--- src/rtl/fetch_sequencer_pkg.sv ---
// Shared definitions for the Thumb fetch stage.
// Contents:
//   WORD               - instruction address width
//   fetch_state_t      - fetch FSM states
//   stall_pipeline_sig - pipeline-wide stall encoding
//   PC_INCREMENT       - sequential fetch stride (Thumb halfword)
//   PC_RESET_ADDR      - first fetch address after reset
//   align_halfword()   - forces bit 0 of an address to zero
package fetch_sequencer_pkg;

  localparam int unsigned WORD = 32;

  localparam logic [WORD-1:0] PC_INCREMENT  = WORD'(2);
  localparam logic [WORD-1:0] PC_RESET_ADDR = WORD'(0);

  typedef enum logic [1:0] {
    BOOT     = 2'd0,
    RUN      = 2'd1,
    REDIRECT = 2'd2
  } fetch_state_t;

  typedef enum logic {
    NO_STALL       = 1'b0,
    STALL_PIPELINE = 1'b1
  } stall_pipeline_sig;

  // Thumb targets are halfword aligned; bit 0 carries no address information.
  function automatic logic [WORD-1:0] align_halfword(input logic [WORD-1:0] addr);
    return {addr[WORD-1:1], 1'b0};
  endfunction

endpackage : fetch_sequencer_pkg

--- src/rtl/fetch_sequencer_if.sv ---
// Bundle between the fetch sequencer and its neighbours (hazard unit,
// branch resolver, data-memory stall source, instruction memory).
// Signals:
//   mem_stall_i      - data memory busy, freeze the whole pipeline
//   load_use_i       - one-cycle load-use bubble request
//   branch_taken_i   - execute stage resolved a taken branch
//   branch_target_i  - branch destination (bit 0 ignored)
//   pc_o             - instruction memory fetch address
//   stall_pipeline_o - holds IF/ID and ID/EX
//   flush_front_o    - clears IF/ID and ID/EX on the next edge
//   fetch_valid_o    - imem output this cycle is on the correct path
//   stall_count_o    - saturating stalled-cycle count
//   redirect_count_o - saturating applied-branch count
// Modports: master = fetch sequencer, slave = surrounding pipeline.
interface fetch_sequencer_if
  import fetch_sequencer_pkg::*;
#(
  parameter int unsigned CNT_W = 16
);

  logic              mem_stall_i;
  logic              load_use_i;
  logic              branch_taken_i;
  logic [WORD-1:0]   branch_target_i;

  logic [WORD-1:0]   pc_o;
  stall_pipeline_sig stall_pipeline_o;
  logic              flush_front_o;
  logic              fetch_valid_o;
  logic [CNT_W-1:0]  stall_count_o;
  logic [CNT_W-1:0]  redirect_count_o;

  modport master (
    input  mem_stall_i,
    input  load_use_i,
    input  branch_taken_i,
    input  branch_target_i,
    output pc_o,
    output stall_pipeline_o,
    output flush_front_o,
    output fetch_valid_o,
    output stall_count_o,
    output redirect_count_o
  );

  modport slave (
    output mem_stall_i,
    output load_use_i,
    output branch_taken_i,
    output branch_target_i,
    input  pc_o,
    input  stall_pipeline_o,
    input  flush_front_o,
    input  fetch_valid_o,
    input  stall_count_o,
    input  redirect_count_o
  );

endinterface : fetch_sequencer_if

--- src/rtl/fetch_sequencer_sat_counter.sv ---
// Saturating up-counter used for the fetch performance statistics.
// Ports:
//   clk_i     - clock
//   reset_n_i - asynchronous active-low reset, clears the count
//   inc_i     - add one this cycle
//   count_o   - current count, sticks at all-ones
module sat_counter #(
  parameter int unsigned CNT_W = 16
) (
  input  logic             clk_i,
  input  logic             reset_n_i,
  input  logic             inc_i,
  output logic [CNT_W-1:0] count_o
);

  logic at_max_c;

  assign at_max_c = &count_o;

  // Count register; increments are dropped once the counter is full.
  always_ff @(posedge clk_i or negedge reset_n_i) begin
    if (!reset_n_i) begin
      count_o <= '0;
    end else if (inc_i && !at_max_c) begin
      count_o <= count_o + CNT_W'(1);
    end
  end

endmodule : sat_counter

--- src/rtl/fetch_sequencer.sv ---
// Fetch-stage sequencer for the pipelined Thumb core.
// Owns the program counter, picks the next fetch address (sequential +2,
// hold, or branch redirect) and produces the stall, flush and fetch-valid
// controls for the front end.
// Ports:
//   clk_i     - clock, all state changes on the rising edge
//   reset_n_i - asynchronous active-low reset
//   bus       - fetch_sequencer_if.master (hazard, branch, imem, counters)
// stall_pipeline_o and flush_front_o are combinational from the inputs and
// current state; pc_o, fetch_valid_o and the counters come from registers.
module fetch_sequencer
  import fetch_sequencer_pkg::*;
#(
  parameter int unsigned CNT_W = 16
) (
  input  logic               clk_i,
  input  logic               reset_n_i,
  fetch_sequencer_if.master  bus
);

  fetch_state_t    state_q;
  fetch_state_t    state_d;
  logic [WORD-1:0] pc_q;
  logic [WORD-1:0] pc_d;

  logic            stall_c;
  logic            flush_c;

  // State and PC registers.
  always_ff @(posedge clk_i or negedge reset_n_i) begin
    if (!reset_n_i) begin
      state_q <= BOOT;
      pc_q    <= PC_RESET_ADDR;
    end else begin
      state_q <= state_d;
      pc_q    <= pc_d;
    end
  end

  // Next-state, next-PC and control decision. Memory stall dominates,
  // then a taken branch (which also drops a coincident load-use bubble,
  // since the dependent instruction is flushed), then load-use.
  always_comb begin
    state_d = state_q;
    pc_d    = pc_q;
    stall_c = 1'b0;
    flush_c = 1'b0;

    if (bus.mem_stall_i) begin
      // Full freeze: the resolver re-presents any branch afterwards.
      stall_c = 1'b1;
    end else if (bus.branch_taken_i) begin
      pc_d    = align_halfword(bus.branch_target_i);
      flush_c = 1'b1;
      state_d = REDIRECT;
    end else if (bus.load_use_i) begin
      stall_c = 1'b1;
    end else begin
      pc_d = pc_q + PC_INCREMENT;
      unique case (state_q)
        BOOT:     state_d = RUN;
        RUN:      state_d = RUN;
        REDIRECT: state_d = RUN;
        default:  state_d = BOOT;
      endcase
    end
  end

  // Controls read as inactive while reset is held, whatever the inputs do.
  assign bus.stall_pipeline_o = (reset_n_i && stall_c) ? STALL_PIPELINE : NO_STALL;
  assign bus.flush_front_o    = reset_n_i && flush_c;
  assign bus.pc_o             = pc_q;

  // Imem data is correct-path only once a sequential fetch has been issued
  // from a correct-path address; held imem output stays valid over stalls.
  assign bus.fetch_valid_o    = (state_q == RUN);

  sat_counter #(.CNT_W(CNT_W)) u_stall_cnt (
    .clk_i     (clk_i),
    .reset_n_i (reset_n_i),
    .inc_i     (stall_c),
    .count_o   (bus.stall_count_o)
  );

  sat_counter #(.CNT_W(CNT_W)) u_redirect_cnt (
    .clk_i     (clk_i),
    .reset_n_i (reset_n_i),
    .inc_i     (flush_c),
    .count_o   (bus.redirect_count_o)
  );

endmodule : fetch_sequencer

--- src/flat_wrapper.sv ---
// flat-port wrapper written by rule: the top's interface ports become plain ports
module fetch_sequencer_flat import fetch_sequencer_pkg::*;
#(
  parameter int unsigned CNT_W = 16
)
  (clk_i, reset_n_i, bus_mem_stall_i, bus_load_use_i, bus_branch_taken_i, bus_branch_target_i, bus_pc_o, bus_stall_pipeline_o, bus_flush_front_o, bus_fetch_valid_o, bus_stall_count_o, bus_redirect_count_o);
  fetch_sequencer_if #(.CNT_W(CNT_W)) bus_i ();
  input  logic clk_i;
  input  logic reset_n_i;
  input wire logic [$bits(bus_i.mem_stall_i)-1:0] bus_mem_stall_i;
  input wire logic [$bits(bus_i.load_use_i)-1:0] bus_load_use_i;
  input wire logic [$bits(bus_i.branch_taken_i)-1:0] bus_branch_taken_i;
  input wire logic [$bits(bus_i.branch_target_i)-1:0] bus_branch_target_i;
  output wire logic [$bits(bus_i.pc_o)-1:0] bus_pc_o;
  output wire logic [$bits(bus_i.stall_pipeline_o)-1:0] bus_stall_pipeline_o;
  output wire logic [$bits(bus_i.flush_front_o)-1:0] bus_flush_front_o;
  output wire logic [$bits(bus_i.fetch_valid_o)-1:0] bus_fetch_valid_o;
  output wire logic [$bits(bus_i.stall_count_o)-1:0] bus_stall_count_o;
  output wire logic [$bits(bus_i.redirect_count_o)-1:0] bus_redirect_count_o;
  assign bus_i.mem_stall_i = bus_mem_stall_i;
  assign bus_i.load_use_i = bus_load_use_i;
  assign bus_i.branch_taken_i = bus_branch_taken_i;
  assign bus_i.branch_target_i = bus_branch_target_i;
  assign bus_pc_o = bus_i.pc_o;
  assign bus_stall_pipeline_o = bus_i.stall_pipeline_o;
  assign bus_flush_front_o = bus_i.flush_front_o;
  assign bus_fetch_valid_o = bus_i.fetch_valid_o;
  assign bus_stall_count_o = bus_i.stall_count_o;
  assign bus_redirect_count_o = bus_i.redirect_count_o;
  fetch_sequencer #(.CNT_W(CNT_W)) u_core (.clk_i(clk_i), .reset_n_i(reset_n_i), .bus(bus_i));
endmodule
--- config.mk ---
export PLATFORM = sky130hd
export DESIGN_NAME = fetch_sequencer_flat
export DESIGN_NICKNAME = d
export VERILOG_FILES = /design/src/rtl/fetch_sequencer_pkg.sv /design/src/rtl/fetch_sequencer_if.sv /design/src/rtl/fetch_sequencer_sat_counter.sv /design/src/rtl/fetch_sequencer.sv /design/src/flat_wrapper.sv
export SDC_FILE = /design/constraint.sdc
export NUM_CORES = 1
export LEC_CHECK = 0
export CAP_MARGIN = 20
export CORE_UTILIZATION = 52
export DETAILED_ROUTE_END_ITERATION = 12
export GPL_TIMING_DRIVEN = 0
export PLACE_DENSITY = 0.86
export SLEW_MARGIN = 20
export SYNTH_ARGS = -nofsm -noshare
export SYNTH_HDL_FRONTEND = slang
export SYNTH_SLANG_ARGS = --single-unit
--- constraint.sdc ---
create_clock -name clk_i -period 5.03 [get_ports clk_i]
set_input_delay 0.503 -clock clk_i [delete_from_list [all_inputs] [get_ports clk_i]]
set_output_delay 0.503 -clock clk_i [all_outputs]
set_load 0.005 [all_outputs]
# Word-level counts from Yosys, hierarchy flattened

Cells that the tools add are included.

RAM bits: 0
Bits in registers: 66
Memory bits (read-only): 0
Input port bits: 37
Word-level logic and storage cells: 33
Memories kept: 0
Latch bits: 0

Add/sub/neg operators: 3
Eq/ne operators: 3
Shift operators: 0
Multipliers: 0
Bitwise logic cells: 1
Order comparisons: 0
Reduce and logical (&&, ||, !) cells: 11
Mux-type cells: 11
Divide/modulo/power cells: 0

Operator list:

| operator                                                              | count |
|---|---|
| 32-bit 2-to-1 mux                                                     | 2 |
| 16-bit by 1-bit adder with 16-bit output, second input constant       | 2 |
| 32-bit by 2-bit adder with 32-bit output, second input constant       | 1 |
| 16-bit AND reduction                                                  | 2 |
| 1-bit 2-to-1 mux                                                      | 7 |
| 1-bit logical AND                                                     | 4 |
| 2-bit 2-to-1 mux                                                      | 2 |
| 3-bit OR reduction                                                    | 1 |
| 2-bit by 1-bit equality test with 1-bit output, second input constant | 1 |
| 2-bit equality test, second input constant                            | 1 |
| 1-bit zero test                                                       | 2 |
| 2-bit zero test                                                       | 1 |
| 2-bit by 1-bit != test with 1-bit output, second input constant       | 1 |
| 2-bit AND reduction                                                   | 1 |
| 1-bit inverter                                                        | 1 |

# Logic depth before layout (Yosys ltp)

Depth after elaboration: 5
Gate-level depth with buffers: 7
Mapped depth without buffers: 6

# Cells and area by module

Synthesis repeated with hierarchy kept, for this count alone.

Cells, all modules: 412
Area total of the unflattened synthesis: 3,871.2 um^2

By module, submodules not included:

| module          | sequential area each (um^2) | area each (um^2) | cells each | times used |
|---|---|---|---|---|
| fetch_sequencer | 825.8                       | 2,189.6          | 262        | 1 |
| sat_counter     | 400.4                       | 840.8            | 75         | 2 |

# Worst setup path after synthesis

OpenSTA, ideal clock, no wires.

Path type: input -> output
From: input port bus_load_use_i
To: output port bus_stall_pipeline_o
Data arrival time: 1.320 ns
Buffers on the path: 2
Stages: 4
Path slack: 3.207 ns
Required time: 4.527 ns
Cell sequence: clkbuf_1 a21o_1 clkbuf_1 and2_1

Cells in the longest elaborated chain, start to end: 5

Ends and longest elaborated chain:

| item               | RTL line              | source |
|---|---|---|
| start: declaration | flat_wrapper.sv:11    | `input wire logic [$bits(bus_i.load_use_i)-1:0] bus_load_use_i;` |
| 1-bit 2-to-1 mux   | fetch_sequencer.sv:56 | `end else if (bus.load_use_i) begin` |
| 1-bit 2-to-1 mux   | fetch_sequencer.sv:52 | `end else if (bus.branch_taken_i) begin` |
| 1-bit 2-to-1 mux   | fetch_sequencer.sv:49 | `if (bus.mem_stall_i) begin` |
| 1-bit logical AND  | fetch_sequencer.sv:70 | `assign bus.stall_pipeline_o = (reset_n_i && stall_c) ? STALL_PIPELINE : NO_STALL;` |
| 1-bit 2-to-1 mux   | fetch_sequencer.sv:70 |  |
| end: declaration   | flat_wrapper.sv:15    | `output wire logic [$bits(bus_i.stall_pipeline_o)-1:0] bus_stall_pipeline_o;` |

No other way between the ends.

# Final worst setup path

Same ends and word-level chain as after synthesis.

==> results by group <==
Run status
  • Status: completed

STA
  • Setup tns final: 0 ns
  • Count of final setup violators: 0
  • Min Tclk post-route: between 2 and 3 ns
  • Final Hold Viols: 0
  • Slew margin rel.: roughly two fifths
  • Peak Freq: 0.383 GHz
  • Slew @ Worst Pin: slightly below 0.9 ns
  • Max Slew Vio Count: 0
  • Final cycle utilization of the critical path: 51.9%
  • Max Clock Skew: approximately 0.0045 ns
  • Unrepaired setup endpoints after global routing: false

Setup path
  • Reg-to-reg critical path endpoint: u_core.bus.pc_o[28]
  • Reg-to-Reg Start: u_core.bus.pc_o[17]
  • WS Path Type: primary input to output pin
  • Critical Path AT: ~2.1 ns
  • CP Launch Type: primary input
  • CP startpoint: bus_load_use_i
  • Critical path data required time: approximately 4.5 ns
  • FF-to-FF setup slack: roughly 2.8 ns
  • R2R cell count: 6
  • Critical Path Fanout Max: 10
  • Crit end category: output pin

Cells and area
  • Layout cells sized above 1: between 7 and 8%
  • Area growth from synthesis to final layout: 34.8%
  • Fin util: roughly 72%
  • Layout Nets: ~550
  • Fillers: around 500
  • Sequential cell area: roughly 0.0016 sq mm
  • Area occupied by multi-input gates: 0.00187 sq mm
  • # diodes: 0
  • Design Area, Final: around 0.005 sq mm

Die
  • I/O pin count: between 100 and 150
  • Die Span Y: 85.5 um
  • Horiz. Die Dim: 85.5 um
  • Core region area: around 0.0068 sq mm
  • Initial Util: 53.7%
  • Core Rows: 30
  • Die area: approximately 0.0073 sq mm

Power and ir drop
  • Peak VDD IR: roughly 0.38 mV
  • Power per cell area: ~330 mW/mm^2
  • Leakage: about 2 nW
  • Total power: between 1.5 and 2 mW

Synthesis
  • Seq cells post-synth: 65
  • Post-synthesis mux area share: 1.45%
  • Top FF cell, synth: dfrtp_1
  • Synth Area in Adders: ~1.0%
  • Top cells by area, synth: dfrtp_1 (45%), xor2_1 (4.1%), a21oi_1 (3.9%), nand3_1 (3.9%), nor2_1 (3.4%)
  • Largest family of logic cells by synthesized area: simple AND/OR/NAND/NOR gates
  • Simple-gate share of the synthesized area: between 20% and 30%
  • Netlist Area Pre-Place: roughly 0.0036 sq mm
  • Yosys top cell by area: dfrtp_1
  • Register area share after synthesis: between 40% and 50%
  • Syn Nets: 438
  • Syn_area_per_cell: around 9.1 sq um
  • Synth Area in XOR/XNOR: under 10%
  • Post-synthesis cell type count: 57
  • Synth top area share: about 45%
  • Post-synth EDFFs: 0
  • Syn. warnings: 0
  • Post-synthesis compound-gate area fraction: between 15 and 20%
  • Async SR Flop Fraction: between 90% and 100%
  • Cells after synthesis: slightly below 400

Clock network
  • Cts repair resizes: 0
  • CTS Root Cell: clkbuf_8
  • TritonCTS clock tree: built
  • Total CTS buffers: 9
  • CTS sink cnt: 65
  • Setup Buffers After CTS: 0
  • CTS H-tree lvls: 3
  • Clock tree buffer depth: 2
  • CTS clk-pin slew, worst paths: roughly 0.07 ns
  • Hold buffer count at CTS: 0
  • Clock Latency Late Sink: between 0.3 and 0.4 ns

Global routing
  • Initial antenna violation count: 0
  • Global-route usage over all layers: between 20% and 30%
  • Vias in the first global route: between 3k and 4k
  • Grt total ovfl: 0
  • First-pass GRT wire length: ~17 mm
  • Largest net degree at the start of global routing: 36

Route
  • DRT iter0 DRCs: 348
  • Wire per inst: around 17 um
  • ANT nets after route: 0
  • Drt pass-1 iters: 5
  • Vias: around 3.7k
  • DR vias/cell: about 6.2
  • # DRC: 0
  • Final WL: 10.2 mm

Placed design
  • Area after DPL: 0.00473 sq mm
  • Final Wtd Congestion: ~0.91
  • DP Wirelength: between 7 and 8 mm
  • Buffers on Ports: 98

Flow run
  • Max-cap violations: 0

Worst hold path
  • HP Class: primary input to async pin
==> logic make-up (layout without fill, tap and decap cells) <==
group / count (synthesis) / count (layout)
buf+inv: 32 / 146
other cells: 1 / 1
flops: 65 / 65
compound gates: 94 / 94
fa+ha+maj: 3 / 3
simple gates: 168 / 168
mux: 5 / 5
xor+xnor: 30 / 30
==> power breakdown <==
group          internal [mW]  switching (mW)  leakage, nW  total, mW
sequential             0.619           0.131        0.796      0.751
combinational          0.287           0.194         1.12      0.482
clock                  0.188           0.198       0.0822      0.386
total                   1.10           0.523         2.00       1.62
==> how the worst max path moves through the flow <==
stage                                end  slack [ns]
global route        bus_stall_pipeline_o        2.31
global placement       bus_flush_front_o        0.55
finish              bus_stall_pipeline_o        2.42
CTS                 bus_stall_pipeline_o        2.42
floorplan           bus_stall_pipeline_o        3.21
detailed placement  bus_stall_pipeline_o        2.43
==> metal layers <==
metal | GRT usage [%] | vias up | wire length (um)
met2 | 47.4 | 223 | 4870
li1 | - | 1684 | -
met4 | 9.39 | 0 | 158
met1 | 37.6 | 1748 | 4200
met3 | 7.22 | 26 | 1000
met5 | 0 | - | 0
==> layout make-up <==
cell class | instances | area share, %
sequential | 65 | 33.3
clock buffer | 12 | 2.97
clock inverter | 3 | 0.358
inverter | 7 | 0.537
buffer | 25 | 2.15
timing repair buffer | 99 | 20.4
tap | 80 | 2.05
multi-input combinational | 301 | 38.2
==> synth_stat cells, drive strengths merged, types with 2 or more instances <==
cell type	instances
o21ai	22
a21oi	28
a41oi	2
o2bb2ai	2
nand3	29
clkbuf	16
dfrtp	65
nor2b	5
and2	5
a22oi	3
nand4	10
nor4	6
nor4b	2
inv	7
and3	9
nor2	33
or3	4
and4	9
o22ai	7
mux2	2
a211oi	2
o22a	5
a31o	2
xnor2	13
a31oi	6
nor3	18
a2bb2oi	4
a41o	2
mux2i	3
ha	3
a311oi	2
xor2	17
nand2	32
buf	9
==> registers in the layout, summed over array words and instances (netlist names) <==
name / count
u_core.bus.pc_o: 31
u_core.state_q: 2
u_core.u_stall_cnt.count_o: 16
u_core.u_redirect_cnt.count_o: 16
==> cell usage in the layout (no fill, tap or decap), types with 4 or more instances in the layout <==
cell and instances:
buf_2 5, inv_1 6, xor2_1 17, o22a_1 5
a21oi_1 28, clkbuf_1 17, and3_1 9, or3_1 4
clkbuf_8 10, clkdlybuf4s50_1 97, nand4_1 9, xnor2_1 13
nor2b_1 5, a31oi_1 6, o21ai_0 22, nand3_1 28
nand2_1 32, and4_1 9, o22ai_1 7, nor2_1 33
dfrtp_1 65, nor4_1 4, a2bb2oi_1 4, and2_1 5
nor3_1 16
==> stage by stage <==
step,setup WS (ns),instances,hold WS [ns]
global placement,0.548,576,0.477
CTS,2.42,592,0.106
global route,2.31,592,0.118
finish,2.42,592,0.0940
floorplan,3.21,398,0.207
detailed placement,2.43,577,0.471
==> worst max-delay path: stages <==
cell             delay (ns)
clkbuf_1               0.31
a21o_1                 0.27
clkbuf_1               0.35
and2_1                 0.19
clkdlybuf4s50_1        0.49
Power figures use the tool's default switching activity.
